[src/rtl/majority_voter_pipe_if.sv]
// Bundle of the voter's data-in / vote-out signals.
// The master drives channel words and fault_clr; the slave (the voter)
// returns the voted word, per-channel disagreement, fault and statistics.
interface majority_voter_pipe_if #(
    parameter int WIDTH = 8,
    parameter int NCH   = 3,
    parameter int CNT_W = 8
);
    logic                   in_valid;
    logic [NCH*WIDTH-1:0]   in_data;
    logic                   fault_clr;
    logic                   out_valid;
    logic [WIDTH-1:0]       out_data;
    logic [NCH-1:0]         disagree;
    logic [NCH-1:0]         fault;
    logic [NCH*CNT_W-1:0]   mismatch_cnt;

    modport master (
        output in_valid, in_data, fault_clr,
        input  out_valid, out_data, disagree, fault, mismatch_cnt
    );

    modport slave (
        input  in_valid, in_data, fault_clr,
        output out_valid, out_data, disagree, fault, mismatch_cnt
    );
endinterface

[src/rtl/majority_voter_pipe.sv]
// Registered N-channel bitwise majority voter with per-channel fault tracking.
// Each valid cycle the NCH channel words are voted bit by bit; the result,
// the per-channel disagreement flags and the fault flags appear one cycle later.
// A channel that disagrees on THRESH consecutive valid samples becomes faulty
// and stays so until fault_clr or rst.
// Optional macro VOTER_STATS_EN adds saturating per-channel mismatch counters;
// without it the mismatch_cnt outputs are held at zero.
module majority_voter_pipe #(
    parameter int WIDTH  = 8,
    parameter int NCH    = 3,
    parameter int THRESH = 4,
    parameter int CNT_W  = 8
) (
    input  logic                   clk,
    input  logic                   rst,
    majority_voter_pipe_if.slave   bus
);

    generate
        if (NCH < 3 || NCH > 7 || (NCH % 2) == 0) begin : g_bad_nch
            $error("majority_voter_pipe: NCH must be odd and within 3..7");
        end
        if (THRESH < 1 || THRESH > 255) begin : g_bad_thresh
            $error("majority_voter_pipe: THRESH must be within 1..255");
        end
        if (WIDTH < 1) begin : g_bad_width
            $error("majority_voter_pipe: WIDTH must be at least 1");
        end
    endgenerate

    localparam logic [3:0] HALF     = 4'(NCH / 2);
    localparam logic [7:0] THRESH_V = 8'(THRESH);

    typedef enum logic [1:0] {
        ST_OK,
        ST_SUSPECT,
        ST_FAULT
    } ch_state_e;

    logic [WIDTH-1:0] vote;
    logic [NCH-1:0]   mismatch;
    logic [3:0]       ones_cnt;

    logic             out_valid_q, out_valid_d;
    logic [WIDTH-1:0] out_data_q,  out_data_d;
    logic [NCH-1:0]   disagree_q,  disagree_d;
    logic [NCH-1:0]   fault_q,     fault_d;

    ch_state_e        state_q [NCH];
    ch_state_e        state_d [NCH];
    logic [7:0]       run_q   [NCH];
    logic [7:0]       run_d   [NCH];

    // Bitwise majority of the incoming words and whole-word disagreement per channel
    always_comb begin
        vote     = '0;
        mismatch = '0;
        ones_cnt = '0;
        for (int b = 0; b < WIDTH; b++) begin
            ones_cnt = '0;
            for (int c = 0; c < NCH; c++) begin
                ones_cnt = ones_cnt + {3'b000, bus.in_data[c*WIDTH + b]};
            end
            vote[b] = (ones_cnt > HALF);
        end
        for (int c = 0; c < NCH; c++) begin
            mismatch[c] = (bus.in_data[c*WIDTH +: WIDTH] != vote);
        end
    end

    // Output stage: vote and disagreement are captured on valid samples and held otherwise
    always_comb begin
        out_valid_d = bus.in_valid;
        out_data_d  = out_data_q;
        disagree_d  = disagree_q;
        if (bus.in_valid) begin
            out_data_d = vote;
            disagree_d = mismatch;
        end
    end

    // Per-channel OK/SUSPECT/FAULT tracking; fault_clr wins over any sample in the same cycle
    always_comb begin
        fault_d = '0;
        for (int c = 0; c < NCH; c++) begin
            state_d[c] = state_q[c];
            run_d[c]   = run_q[c];
            if (bus.fault_clr) begin
                state_d[c] = ST_OK;
                run_d[c]   = '0;
            end else if (bus.in_valid) begin
                case (state_q[c])
                    ST_OK: begin
                        if (mismatch[c]) begin
                            run_d[c]   = 8'd1;
                            state_d[c] = (THRESH == 1) ? ST_FAULT : ST_SUSPECT;
                        end
                    end
                    ST_SUSPECT: begin
                        if (mismatch[c]) begin
                            run_d[c] = run_q[c] + 8'd1;
                            if (run_d[c] == THRESH_V) begin
                                state_d[c] = ST_FAULT;
                            end
                        end else begin
                            run_d[c]   = '0;
                            state_d[c] = ST_OK;
                        end
                    end
                    ST_FAULT: begin
                    end
                    default: begin
                        state_d[c] = ST_OK;
                        run_d[c]   = '0;
                    end
                endcase
            end
            fault_d[c] = (state_d[c] == ST_FAULT);
        end
    end

    // State and output registers with asynchronous clear
    always_ff @(posedge clk or posedge rst) begin
        if (rst) begin
            out_valid_q <= 1'b0;
            out_data_q  <= '0;
            disagree_q  <= '0;
            fault_q     <= '0;
            for (int c = 0; c < NCH; c++) begin
                state_q[c] <= ST_OK;
                run_q[c]   <= '0;
            end
        end else begin
            out_valid_q <= out_valid_d;
            out_data_q  <= out_data_d;
            disagree_q  <= disagree_d;
            fault_q     <= fault_d;
            for (int c = 0; c < NCH; c++) begin
                state_q[c] <= state_d[c];
                run_q[c]   <= run_d[c];
            end
        end
    end

    assign bus.out_valid = out_valid_q;
    assign bus.out_data  = out_data_q;
    assign bus.disagree  = disagree_q;
    assign bus.fault     = fault_q;

`ifdef VOTER_STATS_EN
    logic [CNT_W-1:0]     cnt_q [NCH];
    logic [CNT_W-1:0]     cnt_d [NCH];
    logic [NCH*CNT_W-1:0] cnt_flat;

    // Saturating count of every valid disagreeing sample, cleared with the fault state
    always_comb begin
        cnt_flat = '0;
        for (int c = 0; c < NCH; c++) begin
            cnt_d[c] = cnt_q[c];
            if (bus.fault_clr) begin
                cnt_d[c] = '0;
            end else if (bus.in_valid && mismatch[c] && (cnt_q[c] != {CNT_W{1'b1}})) begin
                cnt_d[c] = cnt_q[c] + CNT_W'(1);
            end
            cnt_flat[c*CNT_W +: CNT_W] = cnt_q[c];
        end
    end

    // Counter registers
    always_ff @(posedge clk or posedge rst) begin
        if (rst) begin
            for (int c = 0; c < NCH; c++) begin
                cnt_q[c] <= '0;
            end
        end else begin
            for (int c = 0; c < NCH; c++) begin
                cnt_q[c] <= cnt_d[c];
            end
        end
    end

    assign bus.mismatch_cnt = cnt_flat;
`else
    assign bus.mismatch_cnt = {(NCH*CNT_W){1'b0}};
`endif

endmodule

[src/flat_wrapper.sv]
// flat-port wrapper written by rule: the top's interface ports become plain ports
module majority_voter_pipe_flat 
#(
    parameter int WIDTH  = 8,
    parameter int NCH    = 3,
    parameter int THRESH = 4,
    parameter int CNT_W  = 8
)
  (clk, rst, bus_in_valid, bus_in_data, bus_fault_clr, bus_out_valid, bus_out_data, bus_disagree, bus_fault, bus_mismatch_cnt);
  majority_voter_pipe_if #(.WIDTH(WIDTH), .NCH(NCH), .CNT_W(CNT_W)) bus_i ();
  input  logic clk;
  input  logic rst;
  input wire logic [$bits(bus_i.in_valid)-1:0] bus_in_valid;
  input wire logic [$bits(bus_i.in_data)-1:0] bus_in_data;
  input wire logic [$bits(bus_i.fault_clr)-1:0] bus_fault_clr;
  output wire logic [$bits(bus_i.out_valid)-1:0] bus_out_valid;
  output wire logic [$bits(bus_i.out_data)-1:0] bus_out_data;
  output wire logic [$bits(bus_i.disagree)-1:0] bus_disagree;
  output wire logic [$bits(bus_i.fault)-1:0] bus_fault;
  output wire logic [$bits(bus_i.mismatch_cnt)-1:0] bus_mismatch_cnt;
  assign bus_i.in_valid = bus_in_valid;
  assign bus_i.in_data = bus_in_data;
  assign bus_i.fault_clr = bus_fault_clr;
  assign bus_out_valid = bus_i.out_valid;
  assign bus_out_data = bus_i.out_data;
  assign bus_disagree = bus_i.disagree;
  assign bus_fault = bus_i.fault;
  assign bus_mismatch_cnt = bus_i.mismatch_cnt;
  majority_voter_pipe #(.WIDTH(WIDTH), .NCH(NCH), .THRESH(THRESH), .CNT_W(CNT_W)) u_core (.clk(clk), .rst(rst), .bus(bus_i));
endmodule
[config.mk]
export PLATFORM = sky130hd
export DESIGN_NAME = majority_voter_pipe_flat
export DESIGN_NICKNAME = d
export VERILOG_FILES = /design/src/rtl/majority_voter_pipe_if.sv /design/src/rtl/majority_voter_pipe.sv /design/src/flat_wrapper.sv
export SDC_FILE = /design/constraint.sdc
export NUM_CORES = 1
export LEC_CHECK = 0
export ABC_CLOCK_PERIOD_IN_PS = 2200
export BUFFER_PORTS_ARGS = -buffer_cell sky130_fd_sc_hd__buf_2
export CORE_ASPECT_RATIO = 1.4
export CORE_MARGIN = 4
export CORE_UTILIZATION = 32
export CTS_CLUSTER_DIAMETER = 150
export DETAILED_ROUTE_END_ITERATION = 6
export PLACE_DENSITY_LB_ADDON = 0.2
export SLEW_MARGIN = 20
export SYNTH_ARGS = -nofsm -noshare
export SYNTH_HDL_FRONTEND = slang
export SYNTH_SLANG_ARGS = --single-unit
[constraint.sdc]
create_clock -name clk -period 2.2 [get_ports clk]
set_input_delay 0.22 -clock clk [delete_from_list [all_inputs] [get_ports clk]]
set_output_delay 0.22 -clock clk [all_outputs]
set_load 0.01 [all_outputs]
# ---- Word-level counts from Yosys, hierarchy flattened
# Index checks and enable logic that the tools add are counted.
dict set report word_totals {
  ff_bits 45
  in_bits 28
  out_inout_bits 39
  elab_cells 98
}
dict set report op_classes {
  addsub 19
  magnitude_cmp 8
  n_eq_ne 21
  n_mux 33
  n_reduce_logical 7
}
# cell n
set op_table {}
lappend op_table {{two-way mux 8 bit} 12}
lappend op_table {{case mux 8 bit (3 select lines)} 3}
lappend op_table {{adder 4 x 1 -> 4 bit} 8}
lappend op_table {{greater-than comparator 4 x 1 -> 1 bit, second input constant} 8}
lappend op_table {{two-way mux 2 bit} 15}
lappend op_table {{adder 8 x 1 -> 8 bit, second input constant} 3}
lappend op_table {{== test 8 x 3 -> 1 bit, second input constant} 3}
lappend op_table {{!= test 8 bit} 3}
lappend op_table {{case mux 2 bit (3 select lines)} 3}
lappend op_table {{adder 1 x 1 -> 2 bit} 8}
lappend op_table {{== test 2 bit, second input constant} 6}
lappend op_table {{!= test 3 x 2 -> 1 bit, second input constant} 3}
lappend op_table {{AND reduction 3 bit} 3}
lappend op_table {{== test 2 x 1 -> 1 bit, second input constant} 3}
lappend op_table {{logical NOT 2 bit} 3}
lappend op_table {{!= test 2 bit, second input constant} 3}
lappend op_table {{nonzero test 2 bit} 1}

# ---- Logic depth before layout (Yosys ltp)
dict set report logic_depth {
  ltp_word 9
  depth_mapped 7
  ltp_nobuf 7
}

# ---- Least setup slack after synthesis
# Ideal clock, no wire load.
dict set report synth_path {
  path_type {input port to flip-flop}
  start {input port bus_in_data[0]}
  end {register u_core.run_q[20] (netlist name)}
  arrival_time_ps 1833
  t_required_ps 2134
  path_slack_ps 301
  stages 7
  n_path_buf 0
  cell_sequence {ha_1 a21oi_1 xnor2_1 nor4_4 a211oi_1 nor3b_1 a31o_1}
}
dict set report synth_between {
  elab_chain_len 8
  word_cells_on_any_way 10
  cone_classes {add/sub (2); order compare (1); eq/ne (2); mux (4); reduce/logical (1)}
}
# item line
set synth_lines {}
lappend synth_lines {{start, declared} flat_wrapper.sv:14} ;# input wire logic [$bits(bus_i.in_data)-1:0] bus_in_data;
lappend synth_lines {{adder 1 x 1 -> 2 bit} majority_voter_pipe.sv:62} ;# ones_cnt = ones_cnt + {3'b000, bus.in_data[c*WIDTH + b]};
lappend synth_lines {{adder 4 x 1 -> 4 bit} majority_voter_pipe.sv:62}
lappend synth_lines {{greater-than comparator 4 x 1 -> 1 bit} majority_voter_pipe.sv:64} ;# vote[b] = (ones_cnt > HALF);
lappend synth_lines {{!= test 8 bit (*)} majority_voter_pipe.sv:67} ;# mismatch[c] = (bus.in_data[c*WIDTH +: WIDTH] != vote);
lappend synth_lines {{two-way mux 8 bit} majority_voter_pipe.sv:100} ;# if (mismatch[c]) begin
lappend synth_lines {{case mux 8 bit (3 select lines)} majority_voter_pipe.sv:92} ;# case (state_q[c])
lappend synth_lines {{two-way mux 8 bit} majority_voter_pipe.sv:91} ;# end else if (bus.in_valid) begin
lappend synth_lines {{two-way mux 8 bit} majority_voter_pipe.sv:88} ;# if (bus.fault_clr) begin
lappend synth_lines {{end signal, assigned by index} majority_voter_pipe.sv:140} ;# run_q[c] <= run_d[c];
lappend synth_lines {{end, declared} majority_voter_pipe.sv:51} ;# logic [7:0] run_q [NCH];
# Mark *: on every way between the ends. The rest lies on a longest branch, timed or not. The select of a mux whose other input is x is not followed.
# A chain may end at the register's enable or synchronous reset.

# ---- Worst setup path in the final report
dict set report layout_path {
  start {register u_core.run_q[17] (netlist name)}
  end {register u_core.fault_q[0] (netlist: u_core.bus.fault[0])}
}
dict set report layout_between {
  elab_chain_len 8
}
# item line
set layout_lines {}
lappend layout_lines {{adder 8 x 1 -> 8 bit} majority_voter_pipe.sv:101} ;# run_d[c] = run_q[c] + 8'd1;
lappend layout_lines {{== test 8 x 3 -> 1 bit} majority_voter_pipe.sv:102} ;# if (run_d[c] == THRESH_V) begin
lappend layout_lines {{two-way mux 2 bit} majority_voter_pipe.sv:102}
lappend layout_lines {{two-way mux 2 bit} majority_voter_pipe.sv:100}
lappend layout_lines {{case mux 2 bit (3 select lines)} majority_voter_pipe.sv:92}
lappend layout_lines {{two-way mux 2 bit} majority_voter_pipe.sv:91}
lappend layout_lines {{two-way mux 2 bit} majority_voter_pipe.sv:88}
lappend layout_lines {{== test 2 bit} majority_voter_pipe.sv:118} ;# fault_d[c] = (state_d[c] == ST_FAULT);
lappend layout_lines {{via u_core.fault_d[0]} majority_voter_pipe.sv:47} ;# logic [NCH-1:0] fault_q, fault_d;
lappend layout_lines {{end signal, assigned} majority_voter_pipe.sv:137} ;# fault_q <= fault_d;
lappend layout_lines {{end, declared} majority_voter_pipe.sv:47}
# The timed path passes the listed nets, and every way through them passes these cells.

==> qor.csv <==
metric,value,unit
powerDensity,597.5,nW/um^2
drive_gt1_share,25.12,%
cp_num_buf_inv,0,
wl_per_cell,14.07,um
crit_chain,and3_1 > nand3_1 > mux2i_1 > o2111ai_1 > or4b_1 > a21oi_1,
antenna_found_initial,0,
cts.sinks,45,
areaGrowthSynthToFinish,20.25,%
overflow,0,
place_congestion,0.7988,
syn_area,3052,um^2
grt_max_degree,46,
outcome,"finished, final reports clean",
via_per_inst,5.105,
dr.pass1.iters,4,
path_class,flop to flop,
grt_pass1_vias,2506,
hold_slack,0.06486,ns
cp-start-kind,flop,
fmax,0.4907,GHz
synth_common_cells,"45 x dfrtp_1, 33 x a21oi_1, 28 x nor2_1",
core-area,9183,um^2
clk_root_buffer_cell,clkbuf_16,
drt_iter0_drc,134,
ios,67,
worst_path_largest_cell_delay,0.52,ns
synth_top_area_share,36.90,%
clk_pin_slew,0.07,ns
cap_violations,0,
post_cts_buffers,0,
slew_headroom,52.00,%
initial_core_util,33.23,%
hp-class,input port to async pin,
dieArea,11190,um^2
synth_area_leaders,"dfrtp_1 37%, buf_4 5.9%, a21oi_1 5.4%",
clock_latency,0.29,ns
yosysWarnings,0,
yosysSeqAreaShare,36.90,%
drc,0,
crit_required,2.40,ns
fin_nets,444,
portBuffers,42,
crit_fanout,5,
syn_avg_cell_area,9.082,um^2
timing_hold_violations_final,0,
dp_hpwl,5394,um
setup_viol,0,
antennaDiodeCount,0,
syn_inst,336,
drv_slew,0,
worst_pin_slew,0.7187,ns
leakage,1.591,nW
synthArstFlopShare,100.0,%
vias,2619,
hold_buffers,0,
power,2.193,mW
rows,41,
die_w,90.54,um
crit_arrival,2.24,ns
ys_types,55,
cts_made_buffers,5,
finalSetupTns,0,ns
cts_tree,yes,
synth_edf_count,0,
synth_flop_cell,dfrtp_1,
ys_ff_latch,45,
skew,0.007700,ns
slowest_stage,or4b_1,
synth_top_area_cell,dfrtp_1,
grt_use_total,13.51,%
post-route-period-util,92.63,%
post-route-min-period,2.038,ns
wl,7216,um
fp.dieH,123.5,um
crit_path_end_kind,flop,
synth.most_common_cell,dfrtp_1,
htreeDepth,2,
antenna_left,0,
rsz0062_at_grt,false,
grt_pass1_wl,12170,um
vdd_ir_drop_max,265.7,uV
cts_buffer_depth,2,
cts_resized,0,
crit_family,simple AND/OR/NAND/NOR gates,
==> cell usage in the layout, fill, tap and decap left out, types with 3 or more instances in the layout <==
| cell | count |
|---|---|
| nand3_1 | 14 |
| buf_2 | 42 |
| and3_1 | 7 |
| a32o_1 | 5 |
| nand2b_1 | 9 |
| mux2_2 | 3 |
| or2_2 | 3 |
| o21ai_1 | 6 |
| or3_1 | 3 |
| xnor2_1 | 17 |
| o2bb2ai_1 | 8 |
| ha_1 | 11 |
| nor2b_1 | 4 |
| a31o_1 | 5 |
| nor2_1 | 28 |
| a211oi_1 | 3 |
| nor3_1 | 3 |
| clkbuf_16 | 5 |
| dfrtp_1 | 45 |
| nor4_4 | 3 |
| buf_4 | 31 |
| nand2_1 | 27 |
| a21oi_1 | 33 |
| a21oi_2 | 6 |
| nor3b_1 | 6 |
| nor4_1 | 3 |
| a31oi_1 | 3 |
| inv_1 | 8 |
| conb_1 | 24 |
| mux2i_1 | 4 |
| o21ai_0 | 3 |
==> where the power goes <==
group / internal, mW / switching [mW] / total (mW)
combinational: 0.176 / 0.248 / 0.425
clock: 0.568 / 0.318 / 0.886
sequential: 0.858 / 0.0240 / 0.882
total: 1.60 / 0.591 / 2.19
==> flip-flops by register name (all words and copies together) (netlist names) <==
signal                cells
u_core.bus.out_data       8
u_core.bus.out_valid      1
u_core.bus.fault          3
u_core.run_q             24
u_core.bus.disagree       3
u_core.state_q            6
==> path summary, 6_finish.rpt <==
kind	slack, ns	endpoint	startpoint	cells past startpoint
setup / recovery	0.16	u_core.bus.fault[0]	u_core.run_q[17]	6
hold / removal	0.06	u_core.bus.out_data[4]	rst	3
setup reg to reg	0.16	u_core.bus.fault[0]	u_core.run_q[17]	6
hold reg to reg	0.52	u_core.bus.out_data[6]	u_core.bus.out_data[6]	2
max in group asynchronous	1.72	u_core.bus.out_data[1]	rst	3
min in group clk	0.28	u_core.bus.out_data[5]	bus_in_data[21]	3
==> layout make-up <==
class                           instances  area (um^2)
Clock inverter                          1        30.03
Tap cell                              107        133.9
Inverter                               11        41.29
Multi-Input combinational cell        269         1753
Clock buffer                            7        142.6
Fill cell                             934         5513
Sequential cell                        45         1126
Timing Repair Buffer                   73        442.9
==> layer usage <==
metal | track usage, % | part of all wire [%]
met5 | 0 | 0
met4 | 5.843 | 1.8
met3 | 2.861 | 4.6
met2 | 23.11 | 50
met1 | 16.45 | 44
==> metrics by stage <==
stage | worst slack [ns] | util [%] | cells | area [um^2]
floorplan | 0.3007 | - | 359 | 3138
global placement | -0.08344 | 38.08 | 505 | 3497
detailed placement | -0.08628 | 38.08 | 505 | 3497
CTS | 0.1817 | 39.96 | 513 | 3670
global route | 0.01193 | 39.96 | 513 | 3670
finish | 0.1622 | 39.96 | 513 | 3670
==> cells by family (layout without fill, tap and decap cells) <==
logic type	count (synthesis)	count (layout)	share of synthesized area (%)
xor gates and xnor gates	17	17	4.879
muxes	7	7	2.419
other	1	24	0.1229
buffers and inverters	45	92	8.487
DFF	45	45	36.90
adders and majority gates	11	11	4.510
and+or+nand+nor	122	122	22.59
AOI/OAI and AO/OA	88	88	20.09
==> worst min-delay path, delay by kind of cell <==
| family | cells | cell delay (ns) |
|---|---|---|
| buffers and inverters | 3 | 0.61 |
Note: power is estimated with default switching activity, not from simulation.
